[src/rtl/cache_fill_ctrl.sv]
// rtl/cache_fill_ctrl.sv - I/D cache block fill controller with D-side priority
module cache_fill_ctrl #(
    parameter int BLOCK_WORDS = 8
) (
    input  logic        clk,
    input  logic        rst,
    input  logic        icache_miss,
    input  logic [15:0] icache_addr,
    input  logic        dcache_miss,
    input  logic [15:0] dcache_addr,
    output logic        mem_en,
    output logic [15:0] mem_addr,
    input  logic        mem_data_valid,
    input  logic [15:0] mem_data,
    output logic [15:0] fill_addr,
    output logic [15:0] fill_data,
    output logic        icache_write_data,
    output logic        icache_write_tag,
    output logic        dcache_write_data,
    output logic        dcache_write_tag,
    output logic        fill_done_i,
    output logic        fill_done_d,
    output logic        busy
);

    typedef enum logic [1:0] {IDLE, ISSUE, DRAIN, FINISH} state_e;

    localparam logic [3:0] LAST = 4'(BLOCK_WORDS - 1);

    state_e      state_q;
    logic [15:0] base_q;
    logic        sel_d_q;
    logic [3:0]  issue_cnt_q;
    logic [3:0]  ret_cnt_q;

    logic wr;
    logic last_wr;

    // Every output is gated by rst so nothing leaks while reset is held.
    assign wr      = rst && mem_data_valid && (state_q == ISSUE || state_q == DRAIN);
    assign last_wr = wr && (ret_cnt_q == LAST);

    assign mem_en            = rst && (state_q == ISSUE);
    assign mem_addr          = mem_en ? base_q + {11'b0, issue_cnt_q, 1'b0} : 16'h0;
    assign fill_addr         = wr ? base_q + {11'b0, ret_cnt_q, 1'b0} : 16'h0;
    assign fill_data         = wr ? mem_data : 16'h0;
    assign icache_write_data = wr && !sel_d_q;
    assign dcache_write_data = wr && sel_d_q;
    assign icache_write_tag  = last_wr && !sel_d_q;
    assign dcache_write_tag  = last_wr && sel_d_q;
    assign fill_done_i       = rst && (state_q == FINISH) && !sel_d_q;
    assign fill_done_d       = rst && (state_q == FINISH) && sel_d_q;
    assign busy              = rst && (state_q != IDLE);

    always_ff @(posedge clk) begin
        if (!rst) begin
            state_q     <= IDLE;
            base_q      <= 16'h0;
            sel_d_q     <= 1'b0;
            issue_cnt_q <= 4'd0;
            ret_cnt_q   <= 4'd0;
        end else begin
            case (state_q)
                IDLE: begin
                    if (dcache_miss || icache_miss) begin
                        sel_d_q     <= dcache_miss;
                        base_q      <= (dcache_miss ? dcache_addr : icache_addr) & 16'hFFF0;
                        issue_cnt_q <= 4'd0;
                        ret_cnt_q   <= 4'd0;
                        state_q     <= ISSUE;
                    end
                end
                ISSUE, DRAIN: begin
                    if (state_q == ISSUE) begin
                        if (issue_cnt_q == LAST) begin
                            state_q <= DRAIN;
                        end else begin
                            issue_cnt_q <= issue_cnt_q + 4'd1;
                        end
                    end
                    // Return counting lives after issue so the final write wins the transition.
                    if (wr) begin
                        if (last_wr) begin
                            state_q <= FINISH;
                        end else begin
                            ret_cnt_q <= ret_cnt_q + 4'd1;
                        end
                    end
                end
                FINISH: begin
                    state_q <= IDLE;
                end
                default: begin
                    state_q <= IDLE;
                end
            endcase
        end
    end

endmodule
[config.mk]
export PLATFORM = sky130hd
export DESIGN_NAME = cache_fill_ctrl
export DESIGN_NICKNAME = d
export VERILOG_FILES = /design/src/rtl/cache_fill_ctrl.sv
export SDC_FILE = /design/constraint.sdc
export NUM_CORES = 1
export LEC_CHECK = 0
export BUFFER_PORTS_ARGS = -buffer_cell sky130_fd_sc_hd__buf_2
export CORE_MARGIN = 2
export CORE_UTILIZATION = 50
export CTS_BUF_LIST = sky130_fd_sc_hd__clkbuf_2 sky130_fd_sc_hd__clkbuf_4 sky130_fd_sc_hd__clkbuf_8
export CTS_CLUSTER_DIAMETER = 50
export DETAILED_ROUTE_END_ITERATION = 6
export HOLD_SLACK_MARGIN = 0.05
export PLACE_DENSITY = 0.89
export SYNTH_ARGS = -nofsm -noshare
export SYNTH_HDL_FRONTEND = slang
export SYNTH_SLANG_ARGS = --single-unit
export TNS_END_PERCENT = 50
[constraint.sdc]
create_clock -name clk -period 3.52 [get_ports clk]
set_clock_uncertainty 0.1 [all_clocks]
set_input_delay 0.88 -clock clk [delete_from_list [all_inputs] [get_ports clk]]
set_output_delay 0.88 -clock clk [all_outputs]
set_load 0.03 [all_outputs]
## After elaboration in Yosys (flattened, before gate mapping)

Index checks and enable logic that the tools add are counted.

- Flip-flop bits (word level): 23
- Bits of input ports: 53
- Output and inout port bits: 56
- Logic and storage cells: 58

- Add/sub/neg operators: 4
- Equality and inequality tests: 10
- Mux-type cells: 17
- Reduce and logical (&&, ||, !) cells: 22

Operators with widths:

| operator | count |
|---|---|
| 16-bit 2-to-1 mux | 4 |
| 16-bit by 5-bit adder with 16-bit output | 2 |
| 4-bit 2-to-1 mux | 5 |
| 4-bit case mux with 2 select lines | 2 |
| 1-bit logical AND | 12 |
| 2-bit 2-to-1 mux | 5 |
| 2-bit inequality test (second input constant) | 5 |
| 4-bit by 1-bit adder with 4-bit output (second input constant) | 2 |
| 4-bit by 3-bit equality test with 1-bit output (second input constant) | 2 |
| 4-bit AND reduction | 2 |
| 2-bit case mux with 3 select lines | 1 |
| 2-bit equality test (second input constant) | 2 |
| 2-bit nonzero test | 2 |
| 2-bit by 1-bit equality test with 1-bit output (second input constant) | 1 |
| 2-bit zero test | 1 |
| 1-bit logical OR | 2 |
| 2-bit AND reduction | 1 |
| 2-bit OR reduction | 1 |
| 1-bit zero test | 1 |

## Logic depth before layout (Yosys ltp)

Gate-level depths: netlist (run 1).

- Depth after elaboration: 7
- Mapped depth: 8
- Gate-level depth less buffers: 6

## Least setup slack after synthesis (run 1)

No wires, ideal clock.

- Kind: input to output
- From: input rst
- To: output icache_write_tag
- Data arrival time: 2.138 ns
- Data required time: 2.540 ns
- Path slack: 0.402 ns
- Cell stages on the path: 5
- Path buffers: 2
- Path through: buf_2 and4_1 clkbuf_1 nand2_1 nor2_1

- Cells in the longest elaborated chain, start to end: 4

RTL lines:

| element | line | source |
|---|---|---|
| from (decl) | 6 | `input logic rst,` |
| 1-bit logical AND (2 in series) | 40 | `assign wr = rst && mem_data_valid && (state_q == ISSUE \|\| state_q == DRAIN);` |
| 1-bit logical AND | 41 | `assign last_wr = wr && (ret_cnt_q == LAST);` |
| 1-bit logical AND | 49 | `assign icache_write_tag = last_wr && !sel_d_q;` |
| to (decl) | 18 | `output logic icache_write_tag,` |

Every way passes these cells.

## Worst setup path in the final report (run 1)

- From: register state_q[1]
- To: output fill_addr[4]

- Cells in the longest elaborated chain, start to end: 4
- Elaborated cells between the ends (all ways): 5
- Classes of those cells: eq/ne: 2; mux: 1; reduce/logical: 2

RTL lines:

| element | line | source |
|---|---|---|
| from (decl) | 30 | `state_e state_q;` |
| from (signal assigned) | 57 | `state_q <= IDLE;` |
| from (signal assigned) | 70 | `state_q <= ISSUE;` |
| from (signal assigned) | 76 | `state_q <= DRAIN;` |
| 2-bit by 1-bit equality test with 1-bit output or 2-bit equality test (tied branches) | 40 |  |
| 1-bit logical OR * | 40 |  |
| 1-bit logical AND * | 40 |  |
| 16-bit 2-to-1 mux * | 45 | `assign fill_addr = wr ? base_q + {11'b0, ret_cnt_q, 1'b0} : 16'h0;` |
| to (decl) | 15 | `output logic [15:0] fill_addr,` |

Every way passes the cells marked *; elsewhere a longest branch is shown, timed or not.

==> results of run 1 <==
cells by family after synthesis:
logic type,after synthesis,share of synthesized area
AND/OR/NAND/NOR,125,0.341
AO/OA/AOI/OAI,35,0.135
buffers and inverters,27,0.0681
flip-flops,23,0.234
XOR/XNOR,20,0.0892
multiplexers,13,0.0662
adder cells (fa/ha/maj),10,0.0637
other,1,0.00191
layout by cell type, fill, tap and decap left out, types with 2 or more instances in the layout:
master    Yosys  layout
and2_1       23      23
dfxtp_1      23      23
nand4_1       7       7
nand3_2       2       2
nand2_1      23      23
conb_1        1       2
xnor2_1       9       9
nor3_1        2       2
nor3b_1       2       2
nor2_1       25      25
o211a_1      11      11
nor2b_1       4       4
and4_1        2       2
a21oi_1       7       7
nand4b_1      2       2
or3_1         3       3
clkbuf_8      0       3
nand3_1      13      13
ha_1         10      10
nor4_1        2       2
inv_1         5       5
mux2i_1      13      13
or2_2         2       2
and3_1        9       9
o21ai_0       7       7
buf_2         5      98
xor2_1       11      11
worst max-delay path: cells and delay by family (launching register included):
kind	cells	cell delay, ns
simple gates	2	0.86
fa+ha+maj	1	0.47
flops	1	0.40
buf+inv	2	0.29
metal layers:
metal  track usage  vias to the layer above  wire, um
met1         0.274                      938      2130
met4        0.0689                        0        61
met2         0.396                      104      2420
met5             0                        -         0
li1              -                     1047         -
met3        0.0321                        8       445
worst paths after layout:
| kind | from | endpoint | slack [ns] |
|---|---|---|---|
| setup / recovery | state_q[1]$_SDFFE_PN0N_ | fill_addr[4] | 0.26 |
| hold reg to reg | ret_cnt_q[0]$_SDFFE_PN0P_ | ret_cnt_q[0]$_SDFFE_PN0P_ | 0.42 |
| hold / removal | ret_cnt_q[0]$_SDFFE_PN0P_ | ret_cnt_q[0]$_SDFFE_PN0P_ | 0.42 |
| setup reg to reg | state_q[1]$_SDFFE_PN0N_ | ret_cnt_q[1]$_SDFFE_PN0P_ | 1.32 |
metrics by stage:
stage / std cells / utilization
after CTS: 385 / 0.663
after detailed placement: 381 / 0.650
final: 385 / 0.663
after global placement: 381 / 0.650
after global routing: 385 / 0.663
after floorplan: 255 / -
cell type report:
class                           count  area [um2]
Clock buffer                        4        48.8
Fill cell                         314        1250
Inverter                            6        22.5
Multi-Input combinational cell    205        1370
Sequential cell                    23         460
Tap cell                           48        60.1
Timing Repair Buffer               99         498
sequential cells by signal (all words and copies together), names as in the netlist:
| signal | cells |
|---|---|
| issue_cnt_q | 4 |
| ret_cnt_q | 4 |
| base_q | 12 |
| state_q | 2 |
| sel_d_q | 1 |
power groups by stage:
stage          clock, mW  sequential [mW]  combinational [mW]
6_report           0.171            0.337               0.287
5_1_grt            0.182            0.342               0.316
4_1_cts            0.171            0.335               0.287
3_5_place_dp           0            0.342               0.286
3_3_place_gp           0            0.339               0.275
2_1_floorplan          0            0.322               0.227
==> results.json, run 1 <==
{
  "status": "completed",
  "synth.area.top_cells": "dfxtp_1 (23%), and2_1 (7.3%), mux2i_1 (6.6%)",
  "syn_inst": 254,
  "synth.cells.most_frequent": "nor2_1 (25), and2_1 (23), dfxtp_1 (23), nand2_1 (23)",
  "clk_latency_ns": 0.26,
  "crit_path_top_delay_cell": "and3_1",
  "dieArea_mm2": 0.00445,
  "htreeDepth": 1,
  "yosys.cell_count.top_type": "nor2_1",
  "power.density_mw_per_mm2": 323,
  "gp_congestion": 0.828,
  "placed_area_mm2": 0.00241,
  "cap_viol_max_count": 0,
  "grt_pass1_vias": 1824,
  "cts_buffers": 3,
  "power.share.clock": 0.215,
  "routedWlPerCell_um": 13.1,
  "drc_errors": 0,
  "post-route-period-util": 0.927,
  "ys.flop_type": "dfxtp_1",
  "yosys.area.top_type": "dfxtp_1",
  "swShare": 0.383,
  "antenna_found_initial": 0,
  "startpoint_type": "register",
  "report.final.hold_viol_count": 0,
  "io_buffers": 98,
  "antenna_left": 0,
  "ctsResizeCount": 0,
  "synth_top_area_frac": 0.234,
  "die_w_um": 66.7,
  "first_pass_iters": 4,
  "post_cts_buffers": 0,
  "power_frac_comb": 0.361,
  "hold_depth": 1,
  "fp-row-count": 22,
  "synth_cell_type_count": 45,
  "hold_buffers": 0,
  "yosysWarnings": 0,
  "power.leakage_nw": 1.35,
  "place_ws_ns": 0.483,
  "power_frac_seq": 0.424,
  "synth_seq_cells": 23,
  "cts_tree": "yes",
  "n_antenna_cell": 0,
  "hold_class": "reg -> reg",
  "cp_max_fo": 23,
  "drive_gt1_frac": 0.326,
  "period_needed_ns": 3.26,
  "overflow": 0,
  "clk_path_buf_depth": 2,
  "worst-r2r-cell-count": 5,
  "rsz0062_at_grt": "no",
  "grt_pass1_wl_um": 7750,
  "grt_use_total": 0.222,
  "crit_path_max_incr_delay_ns": 0.63,
  "fin_nets": 401,
  "path_clk_slew_ns": 0.09,
  "p_int_mw": 0.491,
  "arrival_ns": 2.28,
  "dpl.hpwl_um": 3950,
  "power_mw": 0.795,
  "io-pin-count": 109,
  "cts_sinks": 23,
  "seq_area_frac_synth": 0.234,
  "tns_ns": 0,
  "setup_ws_ns": 0.256,
  "routed-via-count": 2097,
  "grt_max_degree": 31,
  "first_iter_violations": 118,
  "area_growth_pct": 25.4,
  "peakVddDrop_v": 0.000190,
  "slew_violations": 0,
  "fmax_mhz": 306,
  "end_kind": "primary output",
  "netlist_area_mm2": 0.00196,
  "die_h_um": 66.7,
  "worst_slew_pin_slew_ns": 0.720,
  "finalSetupViolations": 0,
  "core_region_area_mm2": 0.00372,
  "path_class": "reg -> out",
  "hold_slack_ns": 0.424,
  "synth_edf_count": 0,
  "viasPerCell": 5.45,
  "p_sw_mw": 0.305,
  "design_area_mm2": 0.00246,
  "synthArstFlopShare": 0,
  "cp.required_ns": 2.54,
  "worstPathCellList": "inv_1, ha_1, and3_1, and2_1, buf_2",
  "timing.slew.headroom": 0.520,
  "avgSynthCellArea_um2": 7.73,
  "start_util": 0.529,
  "finalWirelength_um": 5050,
  "root_buffer": "clkbuf_8"
}
Power figures use the tool's default switching activity.
==> inputs of run 2 (changes only) <==
--- a/config.mk
+++ b/config.mk
@@ -11,6 +11,7 @@
 export CTS_BUF_LIST = sky130_fd_sc_hd__clkbuf_2 sky130_fd_sc_hd__clkbuf_4 sky130_fd_sc_hd__clkbuf_8
 export CTS_CLUSTER_DIAMETER = 50
 export DETAILED_ROUTE_END_ITERATION = 6
+export GPL_TIMING_DRIVEN = 0
 export HOLD_SLACK_MARGIN = 0.05
 export PLACE_DENSITY = 0.89
 export SYNTH_ARGS = -nofsm -noshare
==> constraint.sdc (replaced) <==
create_clock -name clk -period 3.52 [get_ports clk]
set_clock_uncertainty 0.1 [all_clocks]
set_input_delay 0.88 -clock clk [delete_from_list [all_inputs] [get_ports clk]]
set_output_delay 0.88 -clock clk [all_outputs]
set_load 0.1 [all_outputs]
==> run 2 against run 1 <==
Against the previous run: cell area grew 6.1%; highest routed layer unchanged; clock power about the same; largest power group is now combinational logic; count of clock-buffer cells in the layout did not move; total power is 20% higher; combinational power increased by 56%.
==> results.json, run 2 (same netlist as run 1, synthesis figures left out) <==
{
  "arrival_ns": 2.34,
  "slew_violations": 0,
  "cp.required_ns": 2.54,
  "io-pin-count": 109,
  "power.density_mw_per_mm2": 364,
  "area_growth_pct": 33.1,
  "final_common_cell": "buf_2",
  "cts_buffers": 3,
  "gp_congestion": 0.864,
  "antenna_found_initial": 0,
  "cts_tree": "yes",
  "cap_viol_max_count": 0,
  "drc_errors": 0,
  "worst-r2r-cell-count": 7,
  "htreeDepth": 1,
  "timing.slew.headroom": 0.585,
  "setup_ws_ns": 0.197,
  "whs_endpoint": "issue_cnt_q[3]$_SDFFE_PN0P_",
  "die_w_um": 66.7,
  "first_pass_iters": 4,
  "io_buffers": 96,
  "swShare": 0.469,
  "hold_class": "reg -> reg",
  "crit_buf_inv": 4,
  "cts_sinks": 23,
  "grt_pass1_vias": 1925,
  "finalSetupViolations": 0,
  "clk_path_buf_depth": 2,
  "final_cell_mix": "buf_2 (87), and2_1 (23), nand2_1 (23), dfxtp_1 (23), nor2_1 (19)",
  "r2r_end": "issue_cnt_q[3]$_SDFFE_PN0P_",
  "drive_gt1_frac": 0.361,
  "status": "completed",
  "post-route-period-util": 0.944,
  "worst_slew_pin_slew_ns": 0.621,
  "grt_use_total": 0.244,
  "antenna_left": 0,
  "power_frac_seq": 0.346,
  "power_frac_comb": 0.472,
  "fillers": 301,
  "start_util": 0.529,
  "reg_top3": "base_q (12), issue_cnt_q (4), ret_cnt_q (4)",
  "power.share.clock": 0.182,
  "core_region_area_mm2": 0.00372,
  "path_class": "reg -> out",
  "grt_pass1_wl_um": 8360,
  "peakVddDrop_v": 0.000215,
  "fmax_mhz": 301,
  "fin_nets": 419,
  "regToRegStartpoint": "state_q[1]$_SDFFE_PN0N_",
  "place_ws_ns": 0.0835,
  "rsz0062_at_grt": "no",
  "viasPerCell": 5.43,
  "clk_latency_ns": 0.27,
  "routed-via-count": 2189,
  "cp_max_fo": 10,
  "path_delay_family": "buffers and inverters",
  "fp-row-count": 22,
  "end_kind": "primary output",
  "die_h_um": 66.7,
  "dpl.hpwl_um": 4220,
  "design_area_mm2": 0.00262,
  "path_clk_slew_ns": 0.08,
  "critPathMostFrequentCell": "buf_2",
  "finalWirelength_um": 5180,
  "largest_register_ffs": 12,
  "power.leakage_nw": 1.40,
  "hold_buffers": 0,
  "root_buffer": "clkbuf_8",
  "hold_depth": 2,
  "crit_path_max_incr_delay_ns": 0.42,
  "worstPathCellList": "inv_1, ha_1, buf_2, and3_1, clkbuf_2, and2_1, buf_2",
  "p_int_mw": 0.505,
  "overflow": 0,
  "routedWlPerCell_um": 12.8,
  "report.final.hold_viol_count": 0,
  "dieArea_mm2": 0.00445,
  "first_iter_violations": 129,
  "crit_path_top_delay_cell": "buf_2",
  "n_antenna_cell": 0,
  "min_from": "issue_cnt_q[3]$_SDFFE_PN0P_",
  "period_needed_ns": 3.32,
  "startpoint_type": "register",
  "p_sw_mw": 0.446,
  "grt_max_degree": 13,
  "placed_area_mm2": 0.00253,
  "top_register": "base_q",
  "r2r_setup_slack_ns": 1.56
}
[run 2: worst max path at each step]
stage	from	end	slack [ns]	cells past startpoint
final	state_q[1]$_SDFFE_PN0N_	fill_addr[2]	0.20	7
after global routing	state_q[1]$_SDFFE_PN0N_	fill_data[11]	0.02	7
after floorplan	rst	icache_write_tag	-0.14	5
after detailed placement	rst	fill_done_i	0.08	6
after CTS	rst	fill_done_i	0.06	6
after global placement	rst	fill_done_i	0.07	6
[run 2: cell type report]
type / instances / area (um2) / share of cell area
Inverter: 6 / 22.5 / 0.00861
Sequential cell: 23 / 460 / 0.176
Tap cell: 48 / 60.1 / 0.0230
Buffer: 21 / 115 / 0.0440
Timing Repair Buffer: 96 / 515 / 0.197
Clock buffer: 4 / 48.8 / 0.0187
Multi-Input combinational cell: 205 / 1390 / 0.533
[run 2: worst register-to-register path: stages, from the launching register on]
cell and delay [ns]:
dfxtp_1 0.39, inv_1 0.08, ha_1 0.30, buf_2 0.21, o21ba_2 0.19, nand3_2 0.12
or3_1 0.37, a21oi_1 0.13
[run 2: repair_timing]
action | in CTS | in global routing
gates resized for setup | 0 | 18
setup buffers | 0 | 0
endpoints found under the setup margin | 0 | 21
[run 2: through the flow]
step | std cells | setup TNS, ns | utilization | power [mW] | hold slack, ns
2_1_floorplan | 255 | -1.30 | - | 0.685 | 0.375
3_3_place_gp | 399 | 0 | 0.680 | 0.769 | 0.401
3_5_place_dp | 399 | 0 | 0.680 | 0.779 | 0.407
4_1_cts | 403 | 0 | 0.694 | 0.949 | 0.422
5_1_grt | 403 | 0 | 0.704 | 0.999 | 0.467
6_report | 403 | 0 | 0.704 | 0.952 | 0.429
[run 2: routing by layer]
layer | GRT usage | up-vias | wire length, um
met5 | 0 | - | 0
met4 | 0.0867 | 0 | 82
met3 | 0.0270 | 8 | 441
met2 | 0.431 | 112 | 2540
met1 | 0.303 | 984 | 2120
li1 | - | 1085 | -
[run 2: power by group through the flow]
stage,sequential (mW),clock (mW),combinational (mW)
2_1_floorplan,0.322,0,0.363
3_3_place_gp,0.332,0,0.437
3_5_place_dp,0.334,0,0.445
4_1_cts,0.327,0.175,0.446
5_1_grt,0.334,0.184,0.481
6_report,0.329,0.173,0.449
